`src/rtl/hs_rr_arb.sv`:
```
// Round-robin arbiter merging NUM_REQ valid/ready producers into one registered,
// index-tagged output stream with one cycle of latency and full throughput.
module hs_rr_arb #(
  parameter  int NUM_REQ = 4,
  parameter  int DATA_WD = 4,
  localparam int IDX_WD  = $clog2(NUM_REQ)
) (
  input  logic                       clk,
  input  logic                       rstn,
  input  logic [NUM_REQ-1:0]         valid_in,
  input  logic [NUM_REQ*DATA_WD-1:0] data_in,
  output logic [NUM_REQ-1:0]         ready_in,
  output logic                       valid_out,
  output logic [DATA_WD-1:0]         data_out,
  output logic [IDX_WD-1:0]          id_out,
  input  logic                       ready_out
);

  logic                valid_q, valid_d;
  logic [DATA_WD-1:0]  data_q, data_d;
  logic [IDX_WD-1:0]   id_q, id_d;
  logic [IDX_WD-1:0]   rr_ptr_q, rr_ptr_d;
  logic                locked_q, locked_d;
  logic [IDX_WD-1:0]   lock_idx_q, lock_idx_d;

  logic                can_load;
  logic                gnt_vld;
  logic [IDX_WD-1:0]   gnt_idx;
  logic [IDX_WD-1:0]   cand;
  logic                fire_in;
  logic [DATA_WD-1:0]  din [NUM_REQ];

  for (genvar i = 0; i < NUM_REQ; i++) begin : g_unpack
    assign din[i] = data_in[i*DATA_WD +: DATA_WD];
  end

  assign can_load = !valid_q || ready_out;

  // Descending scan so the candidate closest to rr_ptr is the last one written.
  always_comb begin
    gnt_vld = 1'b0;
    gnt_idx = '0;
    cand    = '0;
    if (locked_q) begin
      gnt_vld = 1'b1;
      gnt_idx = lock_idx_q;
    end else begin
      for (int k = NUM_REQ - 1; k >= 0; k--) begin
        cand = IDX_WD'((int'(rr_ptr_q) + k) % NUM_REQ);
        if (valid_in[cand]) begin
          gnt_vld = 1'b1;
          gnt_idx = cand;
        end
      end
    end
  end

  always_comb begin
    ready_in = '0;
    if (gnt_vld) ready_in[gnt_idx] = can_load;
  end

  assign fire_in = gnt_vld && valid_in[gnt_idx] && can_load;

  always_comb begin
    valid_d    = valid_q;
    data_d     = data_q;
    id_d       = id_q;
    rr_ptr_d   = rr_ptr_q;
    locked_d   = locked_q;
    lock_idx_d = lock_idx_q;

    if (fire_in) begin
      valid_d  = 1'b1;
      data_d   = din[gnt_idx];
      id_d     = gnt_idx;
      rr_ptr_d = (gnt_idx == IDX_WD'(NUM_REQ - 1)) ? '0 : gnt_idx + IDX_WD'(1);
    end else if (valid_q && ready_out) begin
      valid_d = 1'b0;
    end

    // A grant offered while the output is full is pinned until that requester fires.
    if (gnt_vld && !can_load) begin
      locked_d   = 1'b1;
      lock_idx_d = gnt_idx;
    end else if (fire_in && locked_q) begin
      locked_d = 1'b0;
    end
  end

  always_ff @(posedge clk or negedge rstn) begin
    if (!rstn) begin
      valid_q    <= 1'b0;
      data_q     <= '0;
      id_q       <= '0;
      rr_ptr_q   <= '0;
      locked_q   <= 1'b0;
      lock_idx_q <= '0;
    end else begin
      valid_q    <= valid_d;
      data_q     <= data_d;
      id_q       <= id_d;
      rr_ptr_q   <= rr_ptr_d;
      locked_q   <= locked_d;
      lock_idx_q <= lock_idx_d;
    end
  end

  assign valid_out = valid_q;
  assign data_out  = data_q;
  assign id_out    = id_q;

endmodule

```
`config.mk`:
```
export PLATFORM = sky130hd
export DESIGN_NAME = hs_rr_arb
export DESIGN_NICKNAME = d
export VERILOG_FILES = /design/src/rtl/hs_rr_arb.sv
export SDC_FILE = /design/constraint.sdc
export NUM_CORES = 1
export LEC_CHECK = 0
export CAP_MARGIN = 10
export CORE_MARGIN = 8
export CORE_UTILIZATION = 50
export CTS_CLUSTER_SIZE = 30
export DETAILED_ROUTE_END_ITERATION = 10
export DONT_BUFFER_PORTS = 1
export MAX_ROUTING_LAYER = met4
export PLACE_DENSITY = 0.67
export SETUP_SLACK_MARGIN = 0.2
export SLEW_MARGIN = 20
export SYNTH_ARGS = -nofsm -noshare
export SYNTH_HDL_FRONTEND = slang
export SYNTH_SLANG_ARGS = --single-unit
```
`constraint.sdc`:
```
create_clock -name clk -period 2 [get_ports clk]
set_input_delay 0 -clock clk [delete_from_list [all_inputs] [get_ports clk]]
set_output_delay 0 -clock clk [all_outputs]
set_load 0.01 [all_outputs]
```
# --- Word level (Yosys, flattened, before mapping) ---
# Cells that the tools add are included.
word_totals:
  reg_bits: 12
  latchBits: 0
  ramBits: 0
  mem_bits_ro: 0
  inputBits: 23
  out_inout_bits: 11
  wordCells: 62
  n_memories: 0
classes:
  n_addsub: 4
  n_mul: 0
  div: 0
  magnitude_cmp: 7
  eq_ne: 1
  n_shift: 0
  mux: 31
  n_bitwise: 2
  reduce_logical: 11
op_table:
  columns: ["operator", "count"]
  rows:
  - ["less-than comparator 2 x 3 -> 1 bit (second input constant)", 5]
  - ["two-way mux 1 bit", 15]
  - ["two-way mux 2 bit", 6]
  - ["two-way mux 4 bit", 3]
  - ["binary-select mux 1 bit (select 2 bit)", 5]
  - ["binary-select mux 4 bit (select 2 bit)", 1]
  - ["logical AND 1 bit", 6]
  - ["adder 2 x 1 -> 2 bit (second input constant)", 2]
  - ["adder 2 bit (second input constant)", 2]
  - ["AND 4 bit", 1]
  - ["nonzero test 2 bit", 2]
  - [">= comparator 3 bit (second input constant)", 1]
  - ["NOT 2 -> 3 bit", 1]
  - ["demux 1 bit (select 2 bit)", 1]
  - ["equality test 2 bit (second input constant)", 1]
  - [">= comparator 2 x 1 -> 1 bit (second input constant)", 1]
  - ["zero test 1 bit", 2]
  - ["logical OR 1 bit", 1]

# --- Logic depth before layout (Yosys ltp) ---
# Gate-level depths: netlist (run 1).
logic_depth:
  word_depth: 15
  mapped_depth: 9
  mapped_depth_nobuf: 7

# --- Worst setup path after synthesis (run 1) ---
# Ideal clock, no wire load.
synth_path:
  kind: "reg2reg"
  from: "register locked_q"
  to: "register data_q[0], in the netlist data_out[0]"
  setup_time_ns: 0.125
  t_arrival_ns: 1.889
  t_required_ns: 1.875
  slack_ns: -0.014
  stages_incl_launch_ff: 8
  n_path_buf: 0
  period_less_slack_ns: 2.014
  path_cell_list: "dfrtp_1 -> or2_1 -> a311o_1 -> and4_4 -> o211a_4 -> nor2_8 -> nor2_8 -> mux2_4"
synth_between:
  elab_chain_cells: 5
  elab_cells_between_ends: 10
  classes_between: "mux (7); bitwise (1); reduce/logical (2)"
synth_lines:
  columns: ["item", "line", "text"]
  rows:
  - ["start, declared", "23", "logic locked_q, locked_d;"]
  - ["start signal, assigned", "104", "locked_q <= locked_d;"]
  - ["two-way mux 2 bit", "44", "if (locked_q) begin"]
  - ["NOT 2 -> 3 bit (implied by the code) or binary-select mux 1 bit (select 2 bit) (tied branches)", "75, 63", null]
  - ["binary-select mux 4 bit (select 2 bit) or two-way mux 1 bit (tied branches)", "75, 63", null]
  - ["two-way mux 4 bit (implied by the code) or logical AND 1 bit (tied branches) (2 in a row)", "75, 63", null]
  - ["end signal, assigned", "101", "data_q <= data_d;"]
  - ["end, declared", "20", "logic [DATA_WD-1:0] data_q, data_d;"]
# Several ways; a longest one is shown, not always the timed one. The select of a mux whose other input is x is not followed.
# A chain may end at the register's enable or synchronous reset.

# --- Worst setup path in the final report (run 1) ---
layout_path:
  from: "register locked_q"
  to: "register data_q[2], in the netlist data_out[2]"
# Same word-level chain as after synthesis.

==> impl.org, run 1 <==
** Outcome
- Status :: complete, but fails checks
- The final reports fail on setup timing.

** Critical path
- Type of destination of the critical path :: flop
- Worst setup path endpoint :: data_out[2]$_DFFE_PN0P_
- Req. time, crit path :: between 2 and 2.5 ns
- In this run the critical register-to-register path is captured at data_out[2]$_DFFE_PN0P_.
- Setup slack on the worst reg-to-reg path comes out at -0.03 ns.
- For the worst flop-to-flop path, the logic depth is 7.
- R2R Path Start :: locked_q$_DFFE_PN0P_
- Crit path arrival time :: roughly 2.2 ns
- The most critical setup path has its startpoint at locked_q$_DFFE_PN0P_.
- Classification of the worst setup path :: flop to flop
- STA classifies the critical path startpoint as a flop.
- Along the worst path, the maximum fanout reaches 7.

** Cells and area
- Once layout is complete, the utilization of the core stands at between 60% and 70%.
- Fraction of layout cells with a size suffix above 1 :: between 40 and 50%
- Relative to the synthesized area, the layout overhead comes to 29.1%.
- Layout Cell Area excl Fill :: ~0.0012 mm^2
- The net count of the finished layout is about 140.
- Leaving out filler cells and counting taps, the final layout contains approximately 130.
- 0 antenna diodes ended up in the layout.

** Yosys
- Compound-Gate Fraction of Synth Area :: 16.2%
- Instance count of the mapped netlist :: 91
- Post-synthesis xor/xnor area fraction :: 0%
- Of all flip-flops after synthesis, the portion carrying an async set or reset was 100%.
- Most used flip-flop cell after synthesis :: dfrtp_1
- The Yosys step of the flow raised 0 warnings.
- Cell type with the highest aggregate area in the netlist :: dfrtp_1
- Synthesis produced a netlist with a net count of 117.
- Sequential fraction of the synthesis area :: a little under a third
- Count of flip-flops with a built-in enable after synthesis :: 0
- Post-synthesis area per instance :: 10.4 um^2
- Cell area after synthesis :: around 950 um^2
- Largest family of logic cells by synthesized area :: simple AND/OR/NAND/NOR gates
- Fraction of the mapped netlist area in simple logic gates :: between 20% and 30%
- By count the netlist is led by dfrtp_1 (12), mux2i_1 (12), mux2_4 (6).
- Sorting the synthesized cells by area gives the leading types as dfrtp_1 (32%), mux2i_1 (13%), mux2_4 (9.5%).
- The netlist uses 38 different library cells.
- Seq cells post-synth :: 12
- Portion of netlist area occupied by mux cells :: between 20% and 30%
- Of the total synthesized cell area, the portion taken by full adders, half adders and majority gates is between 3 and 4%.
- Area share of the largest cell type after synthesis :: between 30% and 40%

** GRT
- Entering global routing, the biggest net connects 13 pins.
- Overall track demand over capacity in global routing :: between 10% and 20%
- Congestion Overflow GR :: 0
- The first global-routing pass estimated approximately 3700 um of wire.
- The initial antenna violation count came to 0.
- The via count of the first global-routing pass was slightly below 800.

** Route
- The detail route stage leaves a number of antenna-violating nets equal to 0.
- Dividing the detail-routed via count by the number of cells gives roughly 5.8.
- First-pass DRT Iterations :: 4
- Initial detailed-routing violation count :: 14
- Post-DR wirelength/cell :: roughly 18 um
- Total vias in the final route :: approximately 770
- Drt drc :: 0
- Routed wire length :: between 2000 and 2500 um

** Floorplanning
- The initial utilization of the core area, before any placement, comes to a little over half.
- The core region is 0.00176 mm^2.
- The die covers around 0.0035 mm^2.
- Io pins :: 34
- The die is 59.6 um wide.
- Number of placement rows :: 15
- Die Y-Extent :: ~60 um

** STA
- Highest achievable clock rate :: roughly 500 MHz
- Hold is met by between 0.08 and 0.09 ns.
- For the final routed database, the setup TNS stands at -0.162 ns.
- Tmin final :: between 2 and 2.5 ns
- Setup violations remaining at the end of the flow were counted as 6.
- Worst path setup slack after routing :: -0.0311 ns
- Headroom to the max-slew limit :: between 50% and 60%
- Worst clock skew :: approximately 0.0046 ns
- Setup repair after global routing could not meet its margin everywhere.
- Count of pins over their slew limit :: 0
- Slew at the pin closest to its max-slew limit :: roughly 0.66 ns
- Share of the clock period used by the worst path :: 102%
- The number of endpoints with negative hold slack in the final report came to 0.

** Min path
- In this run the worst hold path is classified as input pin to flop.

** Clock tree
- Maximum root-to-sink buffer count :: 2
- Clock-pin slew was measured on the worst setup and hold paths at around 0.07 ns.
- CTS saw 12 sinks.
- In this run the number of H-tree levels came out at 1.
- In this run, CTS created clock tree buffers numbering 3.
- TritonCTS clock tree :: yes
- For the worst-skew pair, the clock arrives at the later sink with an insertion delay of 0.26 ns.
- Clock tree synthesis selected as its root buffer the cell clkbuf_4.

** Flow run
- Max-cap viol count :: 0

** Power and ir drop
- Static Leakage :: approximately 0.56 nW
- Net switching is 42.1% of the power.
- Switching Power :: between 1 and 1.5 mW
- Sequential cells burn just over 20% of the power.
- The clock network burns 5.5% of the power.
- Across the VDD grid, the largest voltage drop is 0.00137 V.
- Int Power :: 1.49 mW
- Power consumption :: 2.57 mW
- Combinational power share :: roughly three quarters
- Power per cell area :: ~2100 mW/mm^2

** Placement
- Cell count after placement :: 125
- Pre-CTS setup slack :: -0.0269 ns
- Gpl congestion :: between 0.9 and 1
- Sum of net half-perimeters after detailed placement :: roughly 1800 um
- The count of buffers added on input and output ports is 0.
- Once placement finished, the instance area stood at around 0.0011 mm^2.
[repair_timing]
item / in CTS / in global routing
pin swaps: 2 / 9
gates resized for setup: 14 / 7
hold endpoints to repair: 12 / 0
setup endpoints to repair: 14 / 14
gates cloned: 0 / 0
buffers inserted: 2 / 2
hold buffers: 1 / 0
[state kept, by name, summed over array words and instances (netlist names)]
register and count:
lock_idx_q 2, locked_q 1, rr_ptr_q 2, valid_out 1, data_out 4, id_out 2
[logic make-up (layout without fill, tap and decap cells)]
kind of cell | count (synthesis) | after routing
AND/OR/NAND/NOR | 31 | 31
AO/OA/AOI/OAI | 19 | 19
multiplexers | 18 | 18
flip-flops | 12 | 12
buffers and inverters | 8 | 25
adder cells (fa/ha/maj) | 3 | 3
[worst min path at each step]
stage	end	depth (start not counted)	startpoint	slack, ns
6_report	data_out[1]$_DFFE_PN0P_	3	data_in[5]	0.08
3_3_place_gp	lock_idx_q[1]$_DFFE_PN0P_	0	rstn	-0.30
4_1_cts	id_out[1]$_DFFE_PN0P_	2	valid_in[0]	0.07
3_5_place_dp	lock_idx_q[0]$_DFFE_PN0P_	0	rstn	-0.30
2_1_floorplan	data_out[0]$_DFFE_PN0P_	0	rstn	-0.30
5_1_grt	data_out[1]$_DFFE_PN0P_	3	data_in[13]	0.08
[area by class of cell]
cell class                      count  area, um^2
Multi-Input combinational cell     71         694
Fill cell                         137         538
Sequential cell                    12         303
Timing Repair Buffer               17         154
Tap cell                           25        31.3
Clock buffer                        3        22.5
Inverter                            5        21.3
[routing by layer]
| metal | vias up | wire length (um) | track usage (%) |
|---|---|---|---|
| li1 | 374 | - | - |
| met1 | 366 | 1030 | 15.9 |
| met2 | 23 | 1220 | 23.4 |
| met3 | 2 | 149 | 3.47 |
| met4 | 0 | 5 | 4.08 |
| met5 | - | 0 | - |
[power groups by stage]
stage | registers [mW] | clock network, mW | logic [mW]
final | 0.529 | 0.142 | 1.90
after global placement | 0.522 | 0 | 1.52
after floorplan | 0.489 | 0 | 1.13
after CTS | 0.520 | 0.147 | 1.77
after global routing | 0.545 | 0.160 | 2.03
after detailed placement | 0.522 | 0 | 1.54
[cells in the final DEF, fill, tap and decap left out, drive strengths merged, types with 2 or more instances in the layout]
cell	instances
mux2	6
nor4	2
mux2i	12
inv	5
nor2	6
nand2	6
o21ai	5
dfrtp	12
ha	3
nand2b	4
a21oi	2
clkbuf	3
nor2b	3
and2	3
buf	16
[worst max-delay path: stages, from the launching register on]
cell	delay, ns
dfrtp_1	0.38
or2_4	0.24
a311o_1	0.31
and4_4	0.21
o211a_4	0.27
nor2_8	0.14
nor2_8	0.08
mux2_4	0.30
Note: power is estimated with default switching activity, not from simulation.
==> run 2, diff against run 1 <==
--- a/config.mk
+++ b/config.mk
@@ -8,6 +8,8 @@
 export CAP_MARGIN = 10
 export CORE_MARGIN = 8
 export CORE_UTILIZATION = 50
+export CTS_BUF_LIST = sky130_fd_sc_hd__clkbuf_8
+export CTS_CLUSTER_DIAMETER = 40
 export CTS_CLUSTER_SIZE = 30
 export DETAILED_ROUTE_END_ITERATION = 10
 export DONT_BUFFER_PORTS = 1
==> impl.org, run 2 (same netlist as run 1, synthesis figures left out) <==
** STA
- The number of endpoints failing setup at the final stage was 1 (-5).
- Hold_ws :: 0.106 ns (+0.0227 ns)
- The transition at the pin with the smallest max-transition slack was 0.545 ns (-0.114 ns).
- Count of pins over their slew limit :: 0 (unchanged)
- Headroom to the max-slew limit :: 63.6% (+7.9 points)
- Highest achievable clock rate :: 500 MHz (+1.5%)
- The setup slack after layout was -0.000898 ns (+0.0302 ns).
- The number of endpoints with negative hold slack in the final report came to 0 (unchanged).
- Setup repair after global routing could not meet its margin everywhere.
- The setup skew after layout is 0.00455 ns (-0.0000346 ns).
- Tmin final :: 2.00 ns (-0.0302 ns)
- The post-route clock period utilization came to 100% (-1.5 points).

** Route
- The routed length per instance is 18.3 um (+1.1%).
- Antenna Nets Post-Route :: 0 (unchanged)
- Total vias in the final route :: 773 (+1.0%)
- Initial detailed-routing violation count :: 18 (+4)
- Routed wire length :: 2490 um (+3.4%)
- Mean number of vias per cell :: 5.68 (-1.2%)
- First-pass DRT Iterations :: 4 (unchanged)
- The remaining routing DRC violations came to 0 (unchanged).

** Placement
- Sum of net half-perimeters after detailed placement :: 1760 um (unchanged)
- The total placed instance area came to 0.00107 mm^2 (unchanged).
- Gpl congestion :: 0.939 (unchanged)
- Pre-CTS setup slack :: -0.0269 ns (unchanged)
- The count of buffers inserted at the top-level ports came to 0 (unchanged).
- The count of placed standard cells including taps is 125 (unchanged).

** Critical path
- The critical path's largest stage delay came to 0.44 ns (+0.06 ns).
- Type of destination of the critical path :: flop
- The critical path ends at data_out[2]$_DFFE_PN0P_.
- The endpoint identified for the worst register-to-register timing path is data_out[2]$_DFFE_PN0P_.
- The startpoint identified for the worst register-to-register timing path is rr_ptr_q[1]$_DFFE_PN0P_.
- Critical path fanouts, max :: 7 (unchanged)
- The critical path is of the flop to flop type.
- The count of cells along the worst register-to-register path came to 7 (unchanged).
- The cell that appears most often on the critical path is nor2_8.
- In this run the worst setup path begins at rr_ptr_q[1]$_DFFE_PN0P_.
- Setup slack on the worst flop-to-flop path :: -0.0009 ns (+0.03 ns)
- For this design, the slowest cell found on the critical path is dfrtp_2.
- The signal on the critical path passes through and3b_1 -> a211oi_2 -> o221ai_2 -> a22oi_2 -> nor2_8 -> nor2_8 -> mux2_4.
- Crit path arrival time :: 2.11 ns (-0.07 ns)
- The data required time at the worst endpoint was 2.11 ns (-0.04 ns).
- Startpoint type of the worst setup path :: flop

** Floorplanning
- Die area :: 0.00355 mm^2 (unchanged)
- CORE AREA :: 0.00176 mm^2 (unchanged)
- The number of top-level pins is 34 (unchanged).
- Number of placement rows :: 15 (unchanged)
- Die Y-Extent :: 59.6 um (unchanged)
- The starting utilization of the core area is 53.8% (unchanged).
- Width of the chip :: 59.6 um (unchanged)

** Power and ir drop
- The worst vdd rail ir drop was 0.00121 V (-11%).
- The reported leakage power came to 0.588 nW (+5.5%).
- The sequential group share of total power was 19.1% (-1.5 points).
- The ratio of total power to cell area came to 2100 mW/mm^2 (about the same).
- Switching Power :: 1.13 mW (+3.9%)
- The proportion of power drawn by combinational gates is 73.3% (-0.6 points).
- The part of the power in the clock network is 7.6% (+2.1 points).
- The fraction of power spent switching nets came to 40.8% (-1.4 points).
- The internal power is 1.64 mW (+9.9%).

** GRT
- Met1 layer usage reported by global route :: 16.6% (+0.69 points)
- The total routing usage reported by global routing was 13.8% (-0.12 points).
- The pin count of the biggest net entering global routing is 13 (unchanged).
- Highest-utilization routing layer at the global route stage :: met2
- The routing usage on met3 came to 3.25% (-0.22 points).
- The overall overflow remaining after global route was 0 (unchanged).
- The first-pass GRT wire length was 3700 um (-0.75%).
- Via count of the first global-routing pass :: 768 (-2.7%)
- Initial antenna violation count :: 0 (unchanged)
- The met2 layer usage reported by global route is 23.3% (-0.15 points).

** Cells and area
- Layout Cell Area excl Fill :: 0.00132 mm^2 (+7.3%)
- Most frequent cells in the layout :: buf_4 (14), mux2i_1 (12), dfrtp_1 (11)
- Area growth, synth to finish :: 38.6%
- Leading cell type in the layout, fill and taps excluded :: buf_4
- The number of flip-flops under the largest register name came to 4 (unchanged).
- The number of standard cells in the layout, taps in and fillers out was 136 (+2.3%).
- The share of post-route cells with drive strength above 1 came to 49.5% (+5.1 points).
- The diode insertion count for antenna repair came to 0 (unchanged).
- The final net count is 139 (+2.2%).

** Clock tree
- The maximum buffer depth of the clock tree was 2 (unchanged).
- Clock insertion delay at the later pin of the skew report :: 0.23 ns (-0.03 ns)
- Clock tree synthesis selected as its root buffer the cell clkbuf_8.
- The H-tree depth reported by CTS came to 1 (unchanged).
- The clock transition at the register clock pins on the worst setup and hold paths after CTS came to 0.05 ns (-0.02 ns).
- The clock buffer count from CTS is 3 (unchanged).
- Count of clock tree sinks :: 12 (unchanged)
- TritonCTS built the clock tree.

** Flow run
- The max-cap violation count was 0 (unchanged).

** Outcome
- Failing checks :: setup timing
- Status :: complete, but fails checks

** Min path
- The min-delay analysis places its worst path in the category input pin to flop.
[run 2: how the worst min path moves through the flow]
| stage | startpoint | endpoint | slack (ns) | cells after the start |
|---|---|---|---|---|
| 3_5_place_dp | rstn | lock_idx_q[0]$_DFFE_PN0P_ | -0.30 | 0 |
| 4_1_cts | valid_in[0] | id_out[1]$_DFFE_PN0P_ | 0.11 | 2 |
| 2_1_floorplan | rstn | data_out[0]$_DFFE_PN0P_ | -0.30 | 0 |
| 6_report | valid_in[0] | id_out[1]$_DFFE_PN0P_ | 0.11 | 2 |
| 5_1_grt | data_in[13] | data_out[1]$_DFFE_PN0P_ | 0.12 | 3 |
| 3_3_place_gp | rstn | lock_idx_q[1]$_DFFE_PN0P_ | -0.30 | 0 |
[run 2: critical path: cells and delay by family (launching register included)]
| family | cells | cell delay, ns |
|---|---|---|
| and+or+nand+nor | 3 | 0.46 |
| AOI/OAI and AO/OA | 3 | 0.66 |
| DFF | 1 | 0.44 |
| muxes | 1 | 0.32 |
[run 2: per-stage QoR]
stage / total power, mW / utilization (%) / TNS, ns
CTS: 2.54 / 69.1 / -0.159
detailed placement: 2.06 / 60.7 / -0.151
floorplan: 1.62 / - / 0
global route: 2.93 / 74.6 / -0.430
global placement: 2.04 / 60.7 / -0.00564
finish: 2.76 / 74.6 / -0.000898
[run 2: final cells by class]
type,count,area (um^2)
fillers,131,448
repair buffers,20,189
flip-flops and latches,12,302
inverters,5,21.3
well taps,25,31.3
multi-input cells,71,732
clock buffers,3,41.3
[run 2: repair_timing]
item | 4_1_cts | 5_1_grt
endpoints found under the hold margin | 12 | 0
gates resized for setup | 17 | 10
pin swaps | 5 | 6
hold buffers | 1 | 0
setup endpoints to repair | 14 | 14
setup buffers | 2 | 5
[run 2: power groups by stage]
stage | logic, mW | clock network [mW] | registers, mW
2_1_floorplan | 1.13 | 0 | 0.489
3_3_place_gp | 1.52 | 0 | 0.522
3_5_place_dp | 1.54 | 0 | 0.522
4_1_cts | 1.81 | 0.212 | 0.519
5_1_grt | 2.16 | 0.226 | 0.542
6_report | 2.02 | 0.210 | 0.527
[run 2: per-layer routing]
metal	vias up	routed length, um
met1	368	1050
met5	-	0
li1	380	-
met2	23	1290
met4	0	5
met3	2	133
